===== config.mk =====
export PLATFORM = sky130hd
export DESIGN_NAME = seq_multiplier_n
export DESIGN_NICKNAME = d
export VERILOG_FILES = /design/src/rtl/seq_multiplier_n.sv
export SDC_FILE = /design/constraint.sdc
export NUM_CORES = 1
export LEC_CHECK = 0
export ABC_CLOCK_PERIOD_IN_PS = 3350
export BUFFER_PORTS_ARGS = -buffer_cell sky130_fd_sc_hd__buf_2
export CAP_MARGIN = 20
export CORE_MARGIN = 2
export CORE_UTILIZATION = 35
export CTS_CLUSTER_DIAMETER = 30
export DETAILED_ROUTE_END_ITERATION = 16
export PLACE_DENSITY = 0.54
export SETUP_SLACK_MARGIN = 0.3
export SYNTH_ARGS = -nofsm -noshare
export SYNTH_HDL_FRONTEND = slang
export SYNTH_SLANG_ARGS = --single-unit

===== constraint.sdc =====
create_clock -name Clk -period 3.35 [get_ports Clk]
set_input_delay 0.8375 -clock Clk [delete_from_list [all_inputs] [get_ports Clk]]
set_output_delay 0.8375 -clock Clk [all_outputs]
set_load 0.02 [all_outputs]

===== src/rtl/seq_multiplier_n.sv =====
// seq_multiplier_n
//   Sequential shift-and-add multiplier for unsigned or two's-complement
//   operands. The multiplier is loaded into B beforehand. The multiplicand is
//   captured into S when a multiply starts. The 2*WIDTH-bit product is left in
//   {A,B}, with X as the extension bit above A.
//
// Handshake: Run is level-sampled in IDLE. A start lasts 2*WIDTH+1 cycles up to
//   Done, which stays high while Run is held. Dropping Run returns to IDLE.
//
// Ports
//   Clk          in   sole clock, rising edge
//   Reset        in   synchronous, active-high, highest priority
//   ClearA_LoadB in   in IDLE: B <= Din, X:A <= 0 (takes precedence over Run)
//   Run          in   start request (IDLE); hold/release control (HOLD)
//   Signed_Mode  in   1 = two's complement, 0 = unsigned; sampled at start
//   Din          in   multiplier at load, multiplicand at start
//   Aval         out  A register, upper product half
//   Bval         out  B register, lower product half
//   Xval         out  X extension bit
//   Busy         out  high in CLR, ADD, SHIFT
//   Done         out  high in HOLD only
//   dbg_state    out  encoded FSM state (IDLE=0 CLR=1 ADD=2 SHIFT=3 HOLD=4)
module seq_multiplier_n #(
  parameter int WIDTH = 8
) (
  input  logic             Clk,
  input  logic             Reset,
  input  logic             ClearA_LoadB,
  input  logic             Run,
  input  logic             Signed_Mode,
  input  logic [WIDTH-1:0] Din,
  output logic [WIDTH-1:0] Aval,
  output logic [WIDTH-1:0] Bval,
  output logic             Xval,
  output logic             Busy,
  output logic             Done,
  output logic [2:0]       dbg_state
);

  localparam int CW = $clog2(WIDTH) + 1;

  typedef enum logic [2:0] {
    IDLE  = 3'd0,
    CLR   = 3'd1,
    ADD   = 3'd2,
    SHIFT = 3'd3,
    HOLD  = 3'd4
  } state_t;

  state_t           state;
  logic [WIDTH-1:0] a_reg;
  logic [WIDTH-1:0] b_reg;
  logic [WIDTH-1:0] s_reg;
  logic             x_reg;
  logic             mode;
  logic [CW-1:0]    cnt;

  logic [WIDTH:0]   ext_a;
  logic [WIDTH:0]   ext_s;
  logic [WIDTH:0]   add_res;
  logic [CW-1:0]    cnt_inc;

  // In signed mode the last partial product carries negative weight
  // (the multiplier's sign bit), so the final step subtracts.
  always_comb begin
    ext_a   = mode ? {a_reg[WIDTH-1], a_reg} : {1'b0, a_reg};
    ext_s   = mode ? {s_reg[WIDTH-1], s_reg} : {1'b0, s_reg};
    add_res = ext_a + ext_s;
    if (mode && (cnt == CW'(WIDTH - 1))) begin
      add_res = ext_a - ext_s;
    end
    cnt_inc = cnt + CW'(1);
  end

  always_ff @(posedge Clk) begin
    if (Reset) begin
      state <= IDLE;
      a_reg <= '0;
      b_reg <= '0;
      s_reg <= '0;
      x_reg <= 1'b0;
      mode  <= 1'b0;
      cnt   <= '0;
    end else begin
      case (state)
        IDLE: begin
          if (ClearA_LoadB) begin
            b_reg <= Din;
            a_reg <= '0;
            x_reg <= 1'b0;
          end else if (Run) begin
            s_reg <= Din;
            mode  <= Signed_Mode;
            state <= CLR;
          end
        end
        CLR: begin
          a_reg <= '0;
          x_reg <= 1'b0;
          cnt   <= '0;
          state <= ADD;
        end
        ADD: begin
          if (b_reg[0]) begin
            {x_reg, a_reg} <= add_res;
          end
          state <= SHIFT;
        end
        SHIFT: begin
          a_reg <= {x_reg, a_reg[WIDTH-1:1]};
          b_reg <= {a_reg[0], b_reg[WIDTH-1:1]};
          x_reg <= mode ? x_reg : 1'b0;
          cnt   <= cnt_inc;
          state <= (cnt_inc < CW'(WIDTH)) ? ADD : HOLD;
        end
        HOLD: begin
          if (!Run) begin
            state <= IDLE;
          end
        end
        default: state <= IDLE;
      endcase
    end
  end

  assign Aval      = a_reg;
  assign Bval      = b_reg;
  assign Xval      = x_reg;
  assign Busy      = (state == CLR) || (state == ADD) || (state == SHIFT);
  assign Done      = (state == HOLD);
  assign dbg_state = state;

endmodule

==> flow_summary_export.csv <==
group,metric,value,unit
route,wire_per_inst,14.93,um
floorplan,initial_utilization,35.59,%
logic_synthesis,syn-num-nets,278,
clocking,clock_sinks,33,
clocking,htreeDepth,2,
layout,fillers,614,
logic_synthesis,yosys_warnings,0,
clocking,clk_pin_slew_worst_paths,0.07,ns
layout,nets,311,
timing,clock.fmax,357.3,MHz
place,numPortBuffers,34,
route,vias,1940,
min_path,hp-start,"cnt[1]$_SDFFE_PP0P_",
setup_path,worstSetupPathType,"reg -> reg",
route,drt-total-wl,5.418,mm
logic_synthesis,postSynthAreaPerCell,8.197,um2
clocking,cts_root_buf,"clkbuf_8",
global_route,grt_max_degree,35,
floorplan,io_pins,35,
layout,syn_to_final_growth,16.47,%
clocking,cts_buffers,5,
outcome,status,"finished clean",
global_route,grt_remaining_overflow,0,
timing,fin_skew,0.01297,ns
timing,period_minus_slack,2.799,ns
min_path,min_delay_path_depth,2,
logic_synthesis,syn_area,0.002082,mm2
global_route,grt_pass1_wl,8.638,mm
min_path,min_to,"cnt[1]$_SDFFE_PP0P_",
timing,tightest_slew,0.7831,ns
logic_synthesis,synthArstFlopShare,0,%
setup_path,crit_path_end_kind,"flip-flop",
global_route,grt_pass1_vias,1697,
timing,min_period_over_period,83.55,%
route,vias_per_cell,5.344,
layout,layout.area.seq,660.6,um2
logic_synthesis,yosys.cell_types.count,52,
logic_synthesis,synth_common_cells,"40 x nor2_1, 33 x dfxtp_1, 25 x nand2_1, 18 x a21oi_1, 12 x mux2i_1",
layout,diodes,0,
logic_synthesis,synthFlopType,"dfxtp_1",
place,dp_hpwl,3.892,mm
setup_path,worstPathArrival,2.99,ns
clocking,postCtsHoldBufs,0,
logic_synthesis,seq_area_frac_synth,31.73,%
logic_synthesis,synth_edf_count,0,
layout,multi_input_area,0.001331,mm2
timing,slew_headroom,47.74,%
floorplan,die_area,0.006581,mm2
pwr,ir_drop,0.1683,mV
pwr,power.density,502.6,mW/mm2
setup_path,cp_slowest_cell,"fa_1",
clocking,cts_tree,"done",
setup_path,path_cells,"ha_1, nand4b_1, nor2_1, a21oi_1, fa_1, a211oi_1, o211ai_1, a211o_1, or3_1, o311ai_1",
pwr,power.leakage,0.9764,nW
setup_path,timing.rr.end,"Xval$_SDFFE_PP0P_",
place,gp_congestion,0.8278,
layout,final_cells,363,
logic_synthesis,synth_top_area_cell,"dfxtp_1",
min_path,hp-class,"reg -> reg",
setup_path,regToRegSetupSlack,0.55,ns
floorplan,fp.dieH,81.13,um
floorplan,core_area,0.005851,mm2
logic_synthesis,synth_area_leaders,"dfxtp_1 32%, nor2_1 7.2%, ha_1 6.0%",
timing,hold_viol,0,
route,drtPass1Iterations,4,
setup_path,r2r_cells,10,
logic_synthesis,synth.most_common_cell,"nor2_1",
global_route,grtUsageTotal,17.34,%
clocking,clk_path_buf_depth,2,
floorplan,rows,28,
timing,tns,0,ns
timing,grt_setup_unrepaired,"no",
setup_path,r2r-start,"cnt[0]$_SDFFE_PP0P_",
timing,finalMaxSlewViolations,0,
place,placedCellCount,352,
timing,hold_ws,0.4764,ns
layout,drive_gt1_share,18.06,%
global_route,antenna_found_initial,0,
setup_path,crit_fanout,6,
logic_synthesis,ys_ff_latch,33,
route,postRouteAntennaNets,0,
timing,setup_viol,0,
logic_synthesis,synth_cells,254,
floorplan,die_x,81.13,um
route,drc_errors,0,
flow_run,max_cap_viol_count,0,
setup_path,cp-start-kind,"flip-flop",
clocking,clk_latency,0.29,ns
setup_path,required,3.54,ns
setup_path,cpPeakStageDelay,0.46,ns
route,first_iter_violations,102,
logic_synthesis,synth_top_area_share,31.73,%
cell families (layout without fill, tap and decap cells):
group / Yosys count / count (layout) / synth area share, %
mux: 13 / 13 / 6.310
fa+ha+maj: 11 / 11 / 6.971
flops: 33 / 33 / 31.73
buf+inv: 19 / 53 / 4.327
compound gates: 60 / 60 / 19.89
xor+xnor: 9 / 9 / 3.786
simple gates: 109 / 109 / 26.98
critical path: cells and delay by family, from the launching register on:
family / cells / cell delay (ns)
compound gates: 5 / 0.93
simple gates: 3 / 0.71
flops: 1 / 0.37
fa+ha+maj: 2 / 0.70
through the flow:
step	setup slack [ns]	instance area, um2	utilization (%)	power, mW
3_5_place_dp	0.5344	2286	39.07	0.8312
3_3_place_gp	0.6152	2286	39.07	0.8325
6_report	0.5510	2425	41.45	1.219
5_1_grt	0.3320	2425	41.45	1.303
2_1_floorplan	0.7904	2082	-	0.7416
4_1_cts	0.5103	2402	41.06	1.232
per-layer routing:
metal  GRT usage [%]  routed length (um)  up-vias
met1           24.92                2747      909
met3           3.889                 192        4
met4           5.424                  56        0
met5               0                   0        -
met2           25.62                2421       33
li1                -                   -      994
final cells by class:
cell class              count  area share, %
multi-input cells         202          54.90
flip-flops and latches     33          27.24
repair buffers             37          7.946
well taps                  75          3.870
clock buffers               7          3.560
clock inverters             1          1.238
inverters                   8          1.238
placed cells by master, fill, tap and decap left out, types with 2 or more instances in the layout:
cell type,count
buf_4,3
dfxtp_1,33
a221oi_1,4
or4b_1,2
nand3_1,7
nor4_1,2
or3_1,3
a21oi_1,18
nor3_1,7
xnor2_1,5
inv_1,7
nor2_1,40
nand2b_1,2
xor2_1,4
mux2i_1,12
o21ai_0,8
nand3b_1,3
o2111ai_1,3
nand2_1,25
a211o_1,3
clkbuf_8,6
nor2b_1,5
a211oi_1,4
nand4b_1,3
o211ai_1,2
a311oi_1,8
buf_2,34
ha_1,10
report_power, final:
part           total (mW)  switching, mW  internal (mW)
Combinational       0.365          0.212          0.153
Sequential          0.460         0.0384          0.421
Clock               0.394          0.151          0.243
worst max-delay path by stage:
stage | start | end | slack (ns) | cells after the start
final | cnt[0]$_SDFFE_PP0P_ | Xval$_SDFFE_PP0P_ | 0.55 | 10
after global routing | cnt[0]$_SDFFE_PP0P_ | Xval$_SDFFE_PP0P_ | 0.33 | 10
after CTS | cnt[0]$_SDFFE_PP0P_ | Xval$_SDFFE_PP0P_ | 0.51 | 10
after detailed placement | cnt[0]$_SDFFE_PP0P_ | Xval$_SDFFE_PP0P_ | 0.53 | 10
after global placement | cnt[0]$_SDFFE_PP0P_ | Xval$_SDFFE_PP0P_ | 0.62 | 10
after floorplan | cnt[0]$_SDFFE_PP0P_ | Xval$_SDFFE_PP0P_ | 0.79 | 10
timing repair:
| item | in CTS | in global routing |
|---|---|---|
| buffers inserted | 0 | 3 |
| endpoints found under the setup margin | 0 | 1 |
| gates resized for setup | 0 | 0 |
(Power assumes the default switching activity.)
